**config.mk**
```make
export PLATFORM = sky130hd
export DESIGN_NAME = sifive_insight_tl_d_arbiter
export DESIGN_NICKNAME = d
export VERILOG_FILES = /design/src/rtl/sifive_insight_tl_d_arbiter.sv
export SDC_FILE = /design/constraint.sdc
export NUM_CORES = 1
export LEC_CHECK = 0
export CAP_MARGIN = 20
export CORE_MARGIN = 1
export CORE_UTILIZATION = 29
export CTS_CLUSTER_DIAMETER = 120
export DETAILED_ROUTE_END_ITERATION = 16
export GPL_TIMING_DRIVEN = 0
export PLACE_DENSITY = 0.78
export SYNTH_ARGS = -nofsm -noshare
export SYNTH_HDL_FRONTEND = slang
export SYNTH_SLANG_ARGS = --single-unit
```
**constraint.sdc**
```tcl
create_clock -name clock -period 5.06 [get_ports clock]
set_clock_uncertainty 0.2 [all_clocks]
set_input_delay 1.265 -clock clock [delete_from_list [all_inputs] [get_ports clock]]
set_output_delay 1.265 -clock clock [all_outputs]
set_load 0.05 [all_outputs]
```
**src/rtl/sifive_insight_tl_d_arbiter.sv**
```systemverilog
// TileLink D-channel response merger.
//
// Handshake: a beat transfers on a source port when in_valid[i] & in_ready[i]
// are both high at the rising clock edge, and on the merged port when
// out_valid & out_ready are both high. A source that raises valid must hold
// it (and its fields) stable until the beat transfers. in_ready[i] is only
// ever high for the granted source and only when the sink is ready.
//
// Arbitration is round-robin at message boundaries. Multi-beat data messages
// lock the grant until their last beat, so bursts never interleave. busy
// mirrors the FSM state (high only in BURST).
module sifive_insight_tl_d_arbiter #(
  parameter int N_REQ    = 2,
  parameter int DATA_W   = 32,
  parameter int SRC_W    = 4,
  parameter int ECHO_W   = 2,
  parameter int SIZE_W   = 4,
  parameter int LG_BEAT  = 2,
  parameter int MAX_SIZE = 6
) (
  input  logic                     clock,
  input  logic                     reset_n,
  input  logic [N_REQ-1:0]         in_valid,
  output logic [N_REQ-1:0]         in_ready,
  input  logic [N_REQ*3-1:0]       in_opcode,
  input  logic [N_REQ*SIZE_W-1:0]  in_size,
  input  logic [N_REQ*SRC_W-1:0]   in_source,
  input  logic [N_REQ*DATA_W-1:0]  in_data,
  input  logic [N_REQ*ECHO_W-1:0]  in_echo,
  input  logic [N_REQ-1:0]         in_denied,
  input  logic [N_REQ-1:0]         in_corrupt,
  output logic                     out_valid,
  input  logic                     out_ready,
  output logic [2:0]               out_opcode,
  output logic [SIZE_W-1:0]        out_size,
  output logic [SRC_W-1:0]         out_source,
  output logic [DATA_W-1:0]        out_data,
  output logic [ECHO_W-1:0]        out_echo,
  output logic                     out_denied,
  output logic                     out_corrupt,
  output logic [N_REQ-1:0]         out_grant,
  output logic                     busy,
  output logic                     err_size
);

  localparam int IDX_W = (N_REQ > 1) ? $clog2(N_REQ) : 1;
  // Wide enough for 2^(MAX_SIZE-LG_BEAT)-1 remaining beats without wrapping.
  localparam int BL_W  = MAX_SIZE - LG_BEAT + 1;

  typedef enum logic {
    IDLE  = 1'b0,
    BURST = 1'b1
  } state_t;

  state_t           state_q, state_d;
  logic [IDX_W-1:0] rr_ptr_q, rr_ptr_d;
  logic [IDX_W-1:0] lock_idx_q, lock_idx_d;
  logic [BL_W-1:0]  beats_left_q, beats_left_d;
  logic [IDX_W-1:0] win_idx, sel_idx;
  logic             win_found, sel_act, fire, oversize;
  logic [BL_W-1:0]  msg_beats_m1;
  int               scan_j, size_i, eff_size;

  function automatic logic [IDX_W-1:0] next_idx(input logic [IDX_W-1:0] i);
    if (int'(i) == N_REQ - 1) return '0;
    return i + 1'b1;
  endfunction

  // Round-robin winner: first valid source scanning cyclically from rr_ptr.
  always_comb begin
    win_found = 1'b0;
    win_idx   = '0;
    scan_j    = 0;
    for (int k = 0; k < N_REQ; k++) begin
      scan_j = int'(rr_ptr_q) + k;
      if (scan_j >= N_REQ) scan_j = scan_j - N_REQ;
      if (!win_found && in_valid[scan_j]) begin
        win_found = 1'b1;
        win_idx   = IDX_W'(scan_j);
      end
    end
  end

  // Grant selection and field mux; everything is zero when nothing is selected.
  always_comb begin
    sel_idx     = (state_q == BURST) ? lock_idx_q : win_idx;
    sel_act     = reset_n & ((state_q == BURST) | win_found);
    out_grant   = '0;
    out_valid   = 1'b0;
    out_opcode  = '0;
    out_size    = '0;
    out_source  = '0;
    out_data    = '0;
    out_echo    = '0;
    out_denied  = 1'b0;
    out_corrupt = 1'b0;
    if (sel_act) begin
      out_grant[sel_idx] = 1'b1;
      out_valid   = in_valid[sel_idx];
      out_opcode  = in_opcode[int'(sel_idx)*3 +: 3];
      out_size    = in_size[int'(sel_idx)*SIZE_W +: SIZE_W];
      out_source  = in_source[int'(sel_idx)*SRC_W +: SRC_W];
      out_data    = in_data[int'(sel_idx)*DATA_W +: DATA_W];
      out_echo    = in_echo[int'(sel_idx)*ECHO_W +: ECHO_W];
      out_denied  = in_denied[sel_idx];
      out_corrupt = in_corrupt[sel_idx];
    end
  end

  assign in_ready = {N_REQ{out_ready}} & out_grant;
  assign fire     = out_valid & out_ready;
  assign busy     = (state_q == BURST);
  assign err_size = fire & (state_q == IDLE) & oversize;

  // Beat count of the message presented on the merged port (minus one).
  always_comb begin
    size_i       = int'(out_size);
    oversize     = (size_i > MAX_SIZE);
    eff_size     = oversize ? MAX_SIZE : size_i;
    msg_beats_m1 = '0;
    if ((out_opcode == 3'd1 || out_opcode == 3'd5) && eff_size > LG_BEAT)
      msg_beats_m1 = BL_W'((1 << (eff_size - LG_BEAT)) - 1);
  end

  // Next-state: advance rr_ptr after 1-beat messages, lock for bursts.
  always_comb begin
    state_d      = state_q;
    rr_ptr_d     = rr_ptr_q;
    lock_idx_d   = lock_idx_q;
    beats_left_d = beats_left_q;
    case (state_q)
      IDLE: begin
        if (fire) begin
          if (msg_beats_m1 == '0) begin
            rr_ptr_d = next_idx(win_idx);
          end else begin
            lock_idx_d   = win_idx;
            beats_left_d = msg_beats_m1;
            state_d      = BURST;
          end
        end
      end
      BURST: begin
        if (fire) begin
          beats_left_d = beats_left_q - 1'b1;
          if (beats_left_q == BL_W'(1)) begin
            state_d  = IDLE;
            rr_ptr_d = next_idx(lock_idx_q);
          end
        end
      end
      default: state_d = IDLE;
    endcase
  end

  // State registers; reset abandons any partial burst.
  always_ff @(posedge clock or negedge reset_n) begin
    if (!reset_n) begin
      state_q      <= IDLE;
      rr_ptr_q     <= '0;
      lock_idx_q   <= '0;
      beats_left_q <= '0;
    end else begin
      state_q      <= state_d;
      rr_ptr_q     <= rr_ptr_d;
      lock_idx_q   <= lock_idx_d;
      beats_left_q <= beats_left_d;
    end
  end

endmodule
```
==> results by group, run 1 <==
CTS
  • Clock sinks: 8
  • CTS buffer count: 3
  • Hold_buf cts: 0
  • # H-tree levels: 1
  • CTS tree: yes
  • Worst skew pair latency: 230 ps
  • Clk root buf: clkbuf_8
  • Clk buf depth: 2
  • Worst-path clk slew: 40 ps

Global route
  • Total gr overflow: 0
  • GR Util All Layers: 0.247
  • Vias in the first global route: 2004
  • First-pass GRT wire length: 10.2 mm
  • Initial antenna violation count: 0
  • Pin count of the biggest net entering global routing: 13

Yosys
  • Post-Syn Area: 1470 um^2
  • Syn_nets: 294
  • Mapped Cells: 189
  • Syn Area/Cell: 7.75 um^2
  • Top-area cell type share of the netlist area: 0.269
  • Synth Area in Adders: 0.0512
  • Post-synth top area cell: a22o_1
  • Sequential element share of the synthesized area: 0.137
  • Post-Synth Simple-Gate Area: 0.216
  • Predominant post-synthesis flop cell: dfrtp_1
  • Most common cell in the netlist: a22o_1
  • Mux share of post-synthesis cell area: 0.0325
  • Post-synth EDFFs: 0
  • Compound-cell area share of the yosys netlist: 0.481
  • Synth top cells by count: a22o_1 (45), nand2_1 (18), clkbuf_1 (12)
  • FF+latch count, synth: 8
  • Synth top area cells: a22o_1 (27%), dfrtp_1 (14%), ha_1 (5.1%)
  • Yosys Warn Count: 0
  • Post-Synth XOR/XNOR Area: 0.00598
  • Asr flop ratio synth: 1.00
  • Cell variety after synth: 51
  • Largest family of logic cells by synthesized area: compound AO/OA/AOI/OAI gates

STA
  • Slew Limit Fails: 0
  • Max_slew headroom: 0.520
  • Tightest Pin Transition: 718 ps
  • Final worst path period need: 4970 ps
  • Fin. Hold Viols: 0
  • Setup WS post-layout: 94.1 ps
  • Final Cycle Share: 0.981
  • Max frequency: 0.201 GHz
  • Final setup vio count: 0

Route
  • Initial DRC count: 70
  • First drt pass iteration count: 4
  • DRC Markers: 0
  • Post-route ant nets: 0
  • WL/cell: 17.5 um
  • Final WL: 7.20 mm
  • DR vias/cell: 5.33
  • Routed vias: 2192

Hold path
  • HP Class: flip-flop to flip-flop

Power and ir drop
  • Leakage: 1.28 nW
  • Maximum VDD drop: 0.315 mV
  • Pwr/cell area: 432 nW/um^2

Placed design
  • Placed insts: 408
  • Post-DP HPWL: 5.80 mm
  • Final GP Congestion: 0.904
  • Pre-CTS setup slack: -750 ps
  • Count of input and output buffers: 152

Die
  • Full die area: 5340 um^2
  • Initial Util: 0.306
  • Die X: 73.1 um
  • DIE HEIGHT: 73.1 um
  • Site Rows: 25
  • I/O pin count: 153
  • Core Area: 4790 um^2

Worst setup path
  • Worst EP required: 3600 ps
  • Crit Path Max Fanout: 5
  • Critical Path AT: 3500 ps
  • Critical Path Source Type: primary input
  • Crit path kind: primary input to output pin
  • Crit end category: output pin

Outcome
  • Status: complete, no violations

Final layout
  • Nets: 451
  • Share of cells above drive strength 1: 0.201
  • Area Growth Syn to Fin: 119%
  • Filler cells: 422
  • N_diodes: 0
  • Non-Filler Instances: 411

Flow run
  • Max-Cap Viols: 0
==> routing by layer <==
layer  share of wire  global-route usage
met1            0.40               0.302
met5               0                   0
met3           0.095              0.0773
met4          0.0088              0.0218
met2            0.50               0.437
==> worst max-delay path, cell delays in order <==
cell and delay, ps:
clkdlybuf4s50_1 510, a21bo_4 260, mux2_4 320, o22ai_1 290
clkdlybuf4s50_1 860
==> layout make-up <==
| class | count | area, um^2 | area share |
|---|---|---|---|
| plain buffers | 14 | 86.3 | 0.0269 |
| clock buffers | 3 | 41.3 | 0.0129 |
| inverters | 9 | 36.3 | 0.0113 |
| multi-input cells | 157 | 1200 | 0.374 |
| flip-flops and latches | 8 | 200 | 0.0624 |
| well taps | 67 | 83.8 | 0.0261 |
| repair buffers | 153 | 1560 | 0.486 |
==> state kept, by name, summed over array words and instances (netlist names) <==
name	flops
busy	1
beats_left_q	5
lock_idx_q	1
rr_ptr_q	1
==> metrics by stage <==
step	total power [mW]	area, um^2	utilization	setup TNS, ps	hold slack (ps)
2_1_floorplan	0.904	1470	-	0	310
3_3_place_gp	1.29	3070	0.642	-31900	332
3_5_place_dp	1.29	3070	0.642	-33170	357
4_1_cts	1.36	3180	0.664	0	366
5_1_grt	1.46	3210	0.670	-14.7	367
6_report	1.39	3210	0.670	0	374
==> where the power goes <==
part | switching, mW | internal [mW] | total [mW]
Clock | 0.0242 | 0.0514 | 0.0756
Combinational | 0.762 | 0.440 | 1.20
Sequential | 0.0259 | 0.0835 | 0.109
==> path summary, 6_finish.rpt <==
path	end	from	slack [ps]	cells past startpoint
max	out_opcode[0]	in_valid[0]	90	5
min reg2reg	beats_left_q[1]$_DFFE_PN0P_	beats_left_q[1]$_DFFE_PN0P_	370	1
max in group asynchronous	rr_ptr_q$_DFFE_PN0P_	reset_n	3640	1
max reg2reg	beats_left_q[2]$_DFFE_PN0P_	busy$_DFF_PN0_	1190	16
min	beats_left_q[1]$_DFFE_PN0P_	beats_left_q[1]$_DFFE_PN0P_	370	1
min in group asynchronous	beats_left_q[4]$_DFFE_PN0P_	reset_n	800	1
==> logic make-up (layout without fill, tap and decap cells) <==
kind of cell | count (synthesis) | count (layout)
other cells | 1 | 1
compound gates | 84 | 84
mux | 3 | 3
fa+ha+maj | 6 | 6
flops | 8 | 8
buf+inv | 24 | 179
xor+xnor | 1 | 1
simple gates | 62 | 62
==> timing repair <==
item / CTS / global route
setup endpoints to repair: 54 / 51
buffers inserted: 1 / 0
pin swaps: 1 / 2
resized for setup: 144 / 15
==> cell usage in the layout (no fill, tap or decap), drive strengths merged, types with 6 or more instances in the layout <==
cell             n
ha               6
clkbuf          14
nand3            8
inv              8
a22o            45
clkdlybuf4s18    6
dfrtp            8
o22ai            7
clkdlybuf4s15   34
o21ai            8
nand2           18
clkdlybuf4s50  106
nor2            10
(Power assumes the default switching activity.)
==> run 2, diff against run 1 <==
ABC_CLOCK_PERIOD_IN_PS = 5060   (was unset)
==> results of run 2 <==
Final layout, timing and power as in run 1 (identical DEF).
==> run 3, diff against run 2 <==
HOLD_SLACK_MARGIN = 0.03   (was unset)
==> results of run 3 <==
Final layout, timing and power as in run 1 (identical DEF).
